`src/rtl/hazard_stall_unit_pkg.sv`:
```
// Shared pipeline definitions: opcode/funct fields, mul/div tracker state
// encoding and the register-match helper used by the hazard detector.
package hazard_stall_unit_pkg;

    localparam logic [5:0] OP_LW      = 6'b100011;
    localparam logic [5:0] OP_LH      = 6'b100001;
    localparam logic [5:0] OP_LB      = 6'b100000;
    localparam logic [5:0] OP_SW      = 6'b101011;
    localparam logic [5:0] OP_BEQ     = 6'b000100;
    localparam logic [5:0] OP_BNE     = 6'b000101;
    localparam logic [5:0] OP_SPECIAL = 6'b000000;

    localparam logic [5:0] FN_MULT    = 6'b011000;
    localparam logic [5:0] FN_MULTU   = 6'b011001;
    localparam logic [5:0] FN_DIV     = 6'b011010;
    localparam logic [5:0] FN_DIVU    = 6'b011011;
    localparam logic [5:0] FN_MFHI    = 6'b010000;
    localparam logic [5:0] FN_MFLO    = 6'b010010;

    localparam logic [4:0] REG_ZERO   = 5'd0;

    typedef enum logic {
        IDLE = 1'b0,
        BUSY = 1'b1
    } md_state_t;

    // $0 is hardwired, so a write to it can never create a dependency.
    function automatic logic reg_match(input logic [4:0] r,
                                       input logic [4:0] rs,
                                       input logic [4:0] rt,
                                       input logic       uses_rt);
        return (r != REG_ZERO) && ((r == rs) || (uses_rt && (r == rt)));
    endfunction

endpackage

```
`src/rtl/hazard_stall_unit_if.sv`:
```
// ID/EX/MEM hazard-relevant fields and the resulting pipeline controls.
interface hazard_stall_unit_if;

    logic [4:0] id_rs;
    logic [4:0] id_rt;
    logic       id_uses_rt;
    logic       id_is_branch;
    logic       id_branch_taken;
    logic       id_reads_hilo;
    logic       id_is_muldiv;
    logic [4:0] ex_rd;
    logic       ex_reg_write;
    logic       ex_mem_read;
    logic       ex_muldiv_start;
    logic [4:0] mem_rd;
    logic       mem_mem_read;
    logic       mem_reg_write;

    logic       pc_write;
    logic       ifid_write;
    logic       idex_bubble;
    logic       ifid_flush;
    logic       muldiv_busy;

    modport master (
        output id_rs, id_rt, id_uses_rt, id_is_branch, id_branch_taken,
               id_reads_hilo, id_is_muldiv, ex_rd, ex_reg_write, ex_mem_read,
               ex_muldiv_start, mem_rd, mem_mem_read, mem_reg_write,
        input  pc_write, ifid_write, idex_bubble, ifid_flush, muldiv_busy
    );

    modport slave (
        input  id_rs, id_rt, id_uses_rt, id_is_branch, id_branch_taken,
               id_reads_hilo, id_is_muldiv, ex_rd, ex_reg_write, ex_mem_read,
               ex_muldiv_start, mem_rd, mem_mem_read, mem_reg_write,
        output pc_write, ifid_write, idex_bubble, ifid_flush, muldiv_busy
    );

endinterface

```
`src/rtl/hazard_stall_unit_muldiv_busy_tracker.sv`:
```
// HI/LO occupancy tracker: a down-counter armed when a mul/div leaves EX.
//   state | meaning
//   IDLE  | HI/LO results are available
//   BUSY  | mul/div in flight, busy_cnt cycles remaining
module muldiv_busy_tracker
    import hazard_stall_unit_pkg::*;
#(
    parameter int MULDIV_LAT = 4
) (
    input  logic clk,
    input  logic rst_n,
    input  logic start,
    output logic busy
);

    localparam logic [3:0] LAT = 4'(MULDIV_LAT);

    md_state_t  state, state_nxt;
    logic [3:0] busy_cnt, busy_cnt_nxt;

    always_ff @(posedge clk or negedge rst_n) begin
        if (!rst_n) begin
            state    <= IDLE;
            busy_cnt <= 4'd0;
        end else begin
            state    <= state_nxt;
            busy_cnt <= busy_cnt_nxt;
        end
    end

    always_comb begin
        state_nxt    = state;
        busy_cnt_nxt = busy_cnt;
        case (state)
            IDLE: begin
                if (start) begin
                    state_nxt    = BUSY;
                    busy_cnt_nxt = LAT;
                end
            end
            BUSY: begin
                // A new mul/div restarts the full latency instead of counting down.
                if (start) begin
                    busy_cnt_nxt = LAT;
                end else if (busy_cnt <= 4'd1) begin
                    state_nxt    = IDLE;
                    busy_cnt_nxt = 4'd0;
                end else begin
                    busy_cnt_nxt = busy_cnt - 4'd1;
                end
            end
            default: begin
                state_nxt    = IDLE;
                busy_cnt_nxt = 4'd0;
            end
        endcase
    end

    assign busy = (state == BUSY);

endmodule

```
`src/rtl/hazard_stall_unit.sv`:
```
// ID-stage hazard detector: stalls for load-use, ID-resolved branches and
// HI/LO reads behind a busy mul/div; counts stall cycles with saturation.
module hazard_stall_unit
    import hazard_stall_unit_pkg::*;
#(
    parameter int MULDIV_LAT = 4,
    parameter int CNT_W      = 32
) (
    input  logic             clk,
    input  logic             rst_n,
    hazard_stall_unit_if.slave hz,
    output logic [CNT_W-1:0] stall_count
);

    logic ex_match;
    logic mem_match;
    logic load_use;
    logic branch_haz;
    logic muldiv_haz;
    logic stall;
    logic md_busy;

    muldiv_busy_tracker #(
        .MULDIV_LAT (MULDIV_LAT)
    ) u_muldiv (
        .clk   (clk),
        .rst_n (rst_n),
        .start (hz.ex_muldiv_start),
        .busy  (md_busy)
    );

    always_comb begin
        ex_match   = reg_match(hz.ex_rd,  hz.id_rs, hz.id_rt, hz.id_uses_rt);
        mem_match  = reg_match(hz.mem_rd, hz.id_rs, hz.id_rt, hz.id_uses_rt);
        load_use   = hz.ex_mem_read && hz.ex_reg_write && ex_match;
        // Branches compare in ID, so even an ALU result in EX is too late,
        // and a load still in MEM has not produced its data yet.
        branch_haz = hz.id_is_branch &&
                     ((hz.ex_reg_write && ex_match) ||
                      (hz.mem_mem_read && hz.mem_reg_write && mem_match));
        muldiv_haz = (hz.id_reads_hilo || hz.id_is_muldiv) &&
                     (md_busy || hz.ex_muldiv_start);
        stall      = load_use || branch_haz || muldiv_haz;
    end

    assign hz.pc_write    = ~stall;
    assign hz.ifid_write  = ~stall;
    assign hz.idex_bubble = stall;
    assign hz.ifid_flush  = hz.id_branch_taken && ~stall;
    assign hz.muldiv_busy = md_busy;

    always_ff @(posedge clk or negedge rst_n) begin
        if (!rst_n) begin
            stall_count <= '0;
        end else if (stall && (stall_count != {CNT_W{1'b1}})) begin
            stall_count <= stall_count + {{(CNT_W-1){1'b0}}, 1'b1};
        end
    end

endmodule

```
`src/flat_wrapper.sv`:
```
// flat-port wrapper written by rule: the top's interface ports become plain ports
module hazard_stall_unit_flat import hazard_stall_unit_pkg::*;
#(
    parameter int MULDIV_LAT = 4,
    parameter int CNT_W      = 32
)
  (clk, rst_n, stall_count, hz_id_rs, hz_id_rt, hz_id_uses_rt, hz_id_is_branch, hz_id_branch_taken, hz_id_reads_hilo, hz_id_is_muldiv, hz_ex_rd, hz_ex_reg_write, hz_ex_mem_read, hz_ex_muldiv_start, hz_mem_rd, hz_mem_mem_read, hz_mem_reg_write, hz_pc_write, hz_ifid_write, hz_idex_bubble, hz_ifid_flush, hz_muldiv_busy);
  hazard_stall_unit_if hz_i ();
  input  logic clk;
  input  logic rst_n;
  output logic [CNT_W-1:0] stall_count;
  input wire logic [$bits(hz_i.id_rs)-1:0] hz_id_rs;
  input wire logic [$bits(hz_i.id_rt)-1:0] hz_id_rt;
  input wire logic [$bits(hz_i.id_uses_rt)-1:0] hz_id_uses_rt;
  input wire logic [$bits(hz_i.id_is_branch)-1:0] hz_id_is_branch;
  input wire logic [$bits(hz_i.id_branch_taken)-1:0] hz_id_branch_taken;
  input wire logic [$bits(hz_i.id_reads_hilo)-1:0] hz_id_reads_hilo;
  input wire logic [$bits(hz_i.id_is_muldiv)-1:0] hz_id_is_muldiv;
  input wire logic [$bits(hz_i.ex_rd)-1:0] hz_ex_rd;
  input wire logic [$bits(hz_i.ex_reg_write)-1:0] hz_ex_reg_write;
  input wire logic [$bits(hz_i.ex_mem_read)-1:0] hz_ex_mem_read;
  input wire logic [$bits(hz_i.ex_muldiv_start)-1:0] hz_ex_muldiv_start;
  input wire logic [$bits(hz_i.mem_rd)-1:0] hz_mem_rd;
  input wire logic [$bits(hz_i.mem_mem_read)-1:0] hz_mem_mem_read;
  input wire logic [$bits(hz_i.mem_reg_write)-1:0] hz_mem_reg_write;
  output wire logic [$bits(hz_i.pc_write)-1:0] hz_pc_write;
  output wire logic [$bits(hz_i.ifid_write)-1:0] hz_ifid_write;
  output wire logic [$bits(hz_i.idex_bubble)-1:0] hz_idex_bubble;
  output wire logic [$bits(hz_i.ifid_flush)-1:0] hz_ifid_flush;
  output wire logic [$bits(hz_i.muldiv_busy)-1:0] hz_muldiv_busy;
  assign hz_i.id_rs = hz_id_rs;
  assign hz_i.id_rt = hz_id_rt;
  assign hz_i.id_uses_rt = hz_id_uses_rt;
  assign hz_i.id_is_branch = hz_id_is_branch;
  assign hz_i.id_branch_taken = hz_id_branch_taken;
  assign hz_i.id_reads_hilo = hz_id_reads_hilo;
  assign hz_i.id_is_muldiv = hz_id_is_muldiv;
  assign hz_i.ex_rd = hz_ex_rd;
  assign hz_i.ex_reg_write = hz_ex_reg_write;
  assign hz_i.ex_mem_read = hz_ex_mem_read;
  assign hz_i.ex_muldiv_start = hz_ex_muldiv_start;
  assign hz_i.mem_rd = hz_mem_rd;
  assign hz_i.mem_mem_read = hz_mem_mem_read;
  assign hz_i.mem_reg_write = hz_mem_reg_write;
  assign hz_pc_write = hz_i.pc_write;
  assign hz_ifid_write = hz_i.ifid_write;
  assign hz_idex_bubble = hz_i.idex_bubble;
  assign hz_ifid_flush = hz_i.ifid_flush;
  assign hz_muldiv_busy = hz_i.muldiv_busy;
  hazard_stall_unit #(.MULDIV_LAT(MULDIV_LAT), .CNT_W(CNT_W)) u_core (.clk(clk), .rst_n(rst_n), .hz(hz_i), .stall_count(stall_count));
endmodule
```
`config.mk`:
```
export PLATFORM = sky130hd
export DESIGN_NAME = hazard_stall_unit_flat
export DESIGN_NICKNAME = d
export VERILOG_FILES = /design/src/rtl/hazard_stall_unit_pkg.sv /design/src/rtl/hazard_stall_unit_if.sv /design/src/rtl/hazard_stall_unit_muldiv_busy_tracker.sv /design/src/rtl/hazard_stall_unit.sv /design/src/flat_wrapper.sv
export SDC_FILE = /design/constraint.sdc
export NUM_CORES = 1
export LEC_CHECK = 0
export ABC_AREA = 1
export ABC_CLOCK_PERIOD_IN_PS = 3300
export CAP_MARGIN = 20
export CORE_MARGIN = 2
export CORE_UTILIZATION = 25
export CTS_CLUSTER_DIAMETER = 30
export CTS_CLUSTER_SIZE = 30
export DETAILED_ROUTE_END_ITERATION = 8
export HOLD_SLACK_MARGIN = 0.03
export PLACE_DENSITY_LB_ADDON = 0.3
export SYNTH_ARGS = -nofsm -noshare
export SYNTH_HDL_FRONTEND = slang
export SYNTH_SLANG_ARGS = --single-unit
```
`constraint.sdc`:
```
create_clock -name clk -period 3.3 [get_ports clk]
set_input_delay 0.66 -clock clk [delete_from_list [all_inputs] [get_ports clk]]
set_output_delay 0.66 -clock clk [all_outputs]
set_load 0.005 [all_outputs]
```
## After elaboration in Yosys (flattened, before gate mapping)

Index checks and enable logic that the tools add are counted.

| word-level totals | value |
|---|---|
| bits in registers | 37 |
| bits of input ports | 32 |
| logic and storage cells | 44 |

| cells by class | value |
|---|---|
| add/subtract/negate cells | 2 |
| $lt $le $gt $ge | 1 |
| equal/unequal tests | 6 |
| mux-type cells | 8 |
| bitwise operators | 2 |
| reductions and logical operators | 22 |

Operators by type and width:

| kind | count |
|---|---|
| $add A32 B1 Y32 const B | 1 |
| $ne A32 B32 Y1 const B | 1 |
| $eq A5 B5 Y1 | 4 |
| $logic_and A1 B1 Y1 | 13 |
| $mux W4 | 3 |
| $reduce_bool A5 Y1 | 2 |
| $pmux W4 S2 | 1 |
| $logic_or A1 B1 Y1 | 7 |
| $le A4 B1 Y1 const B | 1 |
| $sub A4 B1 Y4 const B | 1 |
| $mux W1 | 3 |
| $ne A2 B2 Y1 const B | 1 |
| $not A1 Y1 | 2 |
| $pmux W1 S2 | 1 |

## Depth between registers and ports, before layout

| depth | value |
|---|---|
| word-level depth | 11 |
| mapped depth | 14 |

## Hierarchy

A second synthesis with hierarchy kept.

| second synthesis, totals | value |
|---|---|
| cell total of the unflattened synthesis | 437 |
| area total of the unflattened synthesis | 2821.5 um^2 |

Modules (own cells, without submodules):

| module | instances | cells an instance | area an instance (um^2) | sequential area each (um^2) |
|---|---|---|---|---|
| hazard_stall_unit | 1 | 401 | 2539.9 | 800.8 |
| muldiv_busy_tracker | 1 | 36 | 281.5 | 125.1 |

## Least setup slack after synthesis

OpenSTA, ideal clock, no wires.

| timing | value |
|---|---|
| path type | in2out |
| start point | input hz_mem_rd[4] |
| end point | output hz_pc_write |
| arrival | 1.672 ns |
| data required time | 2.640 ns |
| path slack | 0.968 ns |
| stages on the path | 13 |
| cells stage by stage | inv_1 > nand2_1 > nand2_1 > nor2_1 > nand3_1 > nand2_1 > nand2_1 > nand2_1 > nand2_1 > nand2_2 > buf_2 > inv_1 > buf_4 |

| between the ends | value |
|---|---|
| word-level cells in the longest chain between the ends | 10 |
| elaborated cells on any way between the ends | 12 |
| classes of those cells | eq/ne (2); bitwise (1); reduce/logical (9) |

RTL lines:

| element | line | RTL |
|---|---|---|
| start: declaration | flat_wrapper.sv:23 | `input wire logic [$bits(hz_i.mem_rd)-1:0] hz_mem_rd;` |
| $eq A5 B5 Y1 | hazard_stall_unit_pkg.sv:32 | `return (r != REG_ZERO) && ((r == rs) \|\| (uses_rt && (r == rt)));` |
| $logic_and A1 B1 Y1 | hazard_stall_unit_pkg.sv:32 |  |
| $logic_or A1 B1 Y1 | hazard_stall_unit_pkg.sv:32 |  |
| $logic_and A1 B1 Y1 * | hazard_stall_unit_pkg.sv:32 |  |
| $logic_and A1 B1 Y1 * | hazard_stall_unit.sv:40 | `(hz.mem_mem_read && hz.mem_reg_write && mem_match));` |
| $logic_or A1 B1 Y1 * | hazard_stall_unit.sv:39 | `((hz.ex_reg_write && ex_match) \|\|` |
| $logic_and A1 B1 Y1 * | hazard_stall_unit.sv:38 | `branch_haz = hz.id_is_branch &&` |
| $logic_or A1 B1 Y1 * (2 in series) | hazard_stall_unit.sv:43 | `stall = load_use \|\| branch_haz \|\| muldiv_haz;` |
| via hz_idex_bubble | flat_wrapper.sv:28 | `output wire logic [$bits(hz_i.idex_bubble)-1:0] hz_idex_bubble;` |
| $not A1 Y1 * | - |  |
| end: declaration | flat_wrapper.sv:26 | `output wire logic [$bits(hz_i.pc_write)-1:0] hz_pc_write;` |

Mark *: on every way through the listed nets, which the timed path passes. The rest lies on a longest branch.

## Final worst setup path

| timing | value |
|---|---|
| start point | input hz_ex_rd[2] |
| end point | output hz_ifid_flush |

| between the ends | value |
|---|---|
| word-level cells in the longest chain between the ends | 11 |
| elaborated cells on any way between the ends | 14 |
| classes of those cells | eq/ne (2); bitwise (1); reduce/logical (11) |

RTL lines:

| element | line | RTL |
|---|---|---|
| start: declaration | flat_wrapper.sv:19 | `input wire logic [$bits(hz_i.ex_rd)-1:0] hz_ex_rd;` |
| $eq A5 B5 Y1 | hazard_stall_unit_pkg.sv:32 |  |
| $logic_and A1 B1 Y1 | hazard_stall_unit_pkg.sv:32 |  |
| $logic_or A1 B1 Y1 | hazard_stall_unit_pkg.sv:32 |  |
| $logic_and A1 B1 Y1 * | hazard_stall_unit_pkg.sv:32 |  |
| $logic_and A1 B1 Y1 | hazard_stall_unit.sv:39 |  |
| $logic_or A1 B1 Y1 | hazard_stall_unit.sv:39 |  |
| $logic_and A1 B1 Y1 | hazard_stall_unit.sv:38 |  |
| $logic_or A1 B1 Y1 * (2 in series) | hazard_stall_unit.sv:43 |  |
| $not A1 Y1 * | hazard_stall_unit.sv:49 | `assign hz.ifid_flush = hz.id_branch_taken && ~stall;` |
| $logic_and A1 B1 Y1 * | hazard_stall_unit.sv:49 |  |
| end: declaration | flat_wrapper.sv:29 | `output wire logic [$bits(hz_i.ifid_flush)-1:0] hz_ifid_flush;` |

Mark *: on every way between the ends. The rest lies on a longest branch, timed or not.

==> flow_summary.yaml <==
floorplan:
  core_um2: 10800
  die_area_um2: 11900
  io_pins: 69
  initial_core_util_pct: 25.5
  rows: 38
  fp.dieW_um: 109
  fp.dieH_um: 109
power:
  comb_power_share_pct: 34.0
  vdd_drop_max_v: 0.000169
  seqPwrFrac_pct: 42.7
  p_int_uw: 883
  leakage_nw: 1.81
  power_frac_clock_pct: 23.3
  power_density_nw_per_um2: 372
  p_switching_uw: 475
  swShare_pct: 35.0
placement:
  dpl_cell_area_um2: 3570
  dp_hpwl_um: 6150
  port_buffers: 68
  gp_congestion: 0.918
detailed_routing:
  drc: 0
  wire_per_inst_um: 12.4
  drtIter0Drc: 241
  antenna_left: 0
  vias: 2866
  viasPerCell: 4.53
  drt_pass1_iterations: 4
  wl_um: 7860
yosys:
  synth_warnings: 0
  synth-seq-cells: 37
  synth_top_family_by_area: "simple AND/OR/NAND/NOR gates"
  syn_nets: 460
  synth_compound_area_share_pct: 1.54
  ys_seq_area_share_pct: 33.6
  synthMuxAreaShare_pct: 0
  syn_area_um2: 2760
  yosys.area_share.simple_pct: 45.1
  avgSynthCellArea_um2: 6.49
  postSynthCellCount: 425
  synthXorXnorAreaFrac_pct: 10.2
  yosysUniqueCellTypes: 25
  synth-adder-area-share_pct: 1.36
global_route:
  grt_antenna_before_repair: 0
  grt_pass1_wl_um: 13000
  overflow: 0
  grt_pass1_vias: 2656
  grt_max_degree: 38
  gr-usage-all-layers_pct: 13.7
finish:
  num_antenna_cells: 0
  layout-drive-gt1-share_pct: 4.26
  stdcell_area_um2: 3650
  most-common-layout-cells: "nand2_1, clkdlybuf4s50_1, nand3_1"
  final_common_cell: "nand2_1"
  fin_nets: 527
  area_growth_pct: 32.5
sta:
  drv_slew: 0
  hold_viol_final: 0
  fin_worst_skew_ps: 9.88
  setup-tns-final_ps: 0
  finalCritPeriodShare_pct: 95.2
  rsz0062_at_grt: "false"
  period_needed_ps: 3140
  setup_viol: 0
  slew_headroom_pct: 44.2
  fmax_ghz: 0.318
  worst_pin_slew_ps: 837
worst_setup_path:
  worstPathRequired_ps: 2640
  start_kind: "input port"
  r2r_slack_ps: 930
  reg2reg_to: "u_core.stall_count[13]"
  crit_type: "input port to primary output"
  arrival_ps: 2480
  worst-path-max-fanout: 4
  regToRegStartpoint: "u_core.stall_count[1]"
  r2r_cells: 10
  crit_path_end_kind: "primary output"
clocking:
  cts_root_buf: "clkbuf_8"
  cts_tree: "built"
  cts_max_level: 2
  clock_sinks: 37
  clk_path_buf_depth: 2
  cts_hold_buf: 0
  cts_inserted_buffers: 5
  insertion_delay_ps: 300
  path_clk_slew_ps: 80
run_status:
  status: "complete, no violations"
run:
  cap_viol_max_count: 0
hold_path:
  hold_class: "input port to async pin"
critical path, stage by stage:
cell and delay (ps):
clkdlybuf4s50_1 450, inv_1 130, nand4_1 140, o21ai_1 150, inv_1 70, nand2_1 60
nand2_1 40, nand2_1 60, nand2_2 90, nor2_1 110, clkdlybuf4s50_1 500
layout make-up:
class | count | area [um2]
well taps | 140 | 175
inverters | 44 | 165
fillers | 1182 | 7140
repair buffers | 71 | 698
clock inverters | 2 | 10.0
multi-input cells | 333 | 1600
clock buffers | 6 | 72.6
flip-flops and latches | 37 | 926
metal layers:
metal	track usage, %	part of all wire, %	wire length, um	vias up
met4	5.13	2.7	214	0
met5	0	0	0	-
met3	2.21	5.3	417	16
met1	20.0	48	3800	1306
met2	20.1	44	3430	79
li1	-	-	-	1465
per-stage QoR:
stage	worst slack, ps	hold slack [ps]	power, mW	instances	utilization, %
floorplan	968	364	0.844	425	-
global placement	7.17	528	1.04	625	33.1
detailed placement	111	534	1.05	625	33.1
CTS	110	505	1.37	633	33.8
global route	9.50	545	1.45	633	33.8
finish	160	465	1.36	633	33.8
cell families (layout without fill, tap and decap cells):
logic type	count (synthesis)	in the layout
buffers and inverters	55	123
adder cells (fa/ha/maj)	3	3
XOR/XNOR	32	32
AND/OR/NAND/NOR	291	291
AO/OA/AOI/OAI	7	7
flip-flops	37	37
power groups by stage:
stage	registers (mW)	clock network [mW]	logic (mW)
floorplan	0.578	0	0.267
global placement	0.587	0	0.456
detailed placement	0.589	0	0.465
CTS	0.580	0.323	0.467
global route	0.591	0.336	0.524
finish	0.580	0.316	0.462
repair_timing:
action / CTS / global route
gates resized for setup: 0 / 2
setup endpoints to repair: 0 / 1
setup buffers: 0 / 0
synth_stat cells:
library cell | instances | area share (%)
o21ai_0 | 4 | 0.73
nand2_1 | 170 | 23
nand2_2 | 2 | 0.45
nor2_4 | 1 | 0.41
ha_1 | 3 | 1.4
or2_2 | 1 | 0.23
buf_1 | 1 | 0.14
dfrtp_1 | 37 | 34
xor2_1 | 18 | 5.7
nand3b_4 | 1 | 0.73
nand3_1 | 44 | 8.0
xnor2_1 | 14 | 4.4
o221ai_1 | 1 | 0.32
nand4_1 | 10 | 2.3
nor3_1 | 15 | 2.7
clkbuf_1 | 2 | 0.27
nand3b_1 | 1 | 0.27
buf_4 | 4 | 1.1
o31ai_1 | 1 | 0.27
nor2_1 | 42 | 5.7
inv_1 | 44 | 6.0
nor2_2 | 2 | 0.45
buf_2 | 4 | 0.73
nand3_2 | 2 | 0.73
o22ai_1 | 1 | 0.23
worst max path at each step:
stage                     slack, ps  cells past startpoint            end    startpoint
after floorplan                 970                     13    hz_pc_write  hz_mem_rd[4]
after global placement            7                     11  hz_ifid_flush   hz_ex_rd[3]
after detailed placement        110                     11  hz_ifid_flush   hz_ex_rd[3]
after CTS                       110                     11  hz_ifid_flush   hz_ex_rd[3]
after global routing              9                     13  hz_ifid_write  hz_mem_rd[1]
final                           160                     11  hz_ifid_flush   hz_ex_rd[2]
state kept, by name, summed over array words and instances, names as in the netlist:
| name | flops |
|---|---|
| u_core.u_muldiv.busy | 1 |
| u_core.u_muldiv.busy_cnt | 4 |
| u_core.stall_count | 32 |
Power figures use the tool's default switching activity.
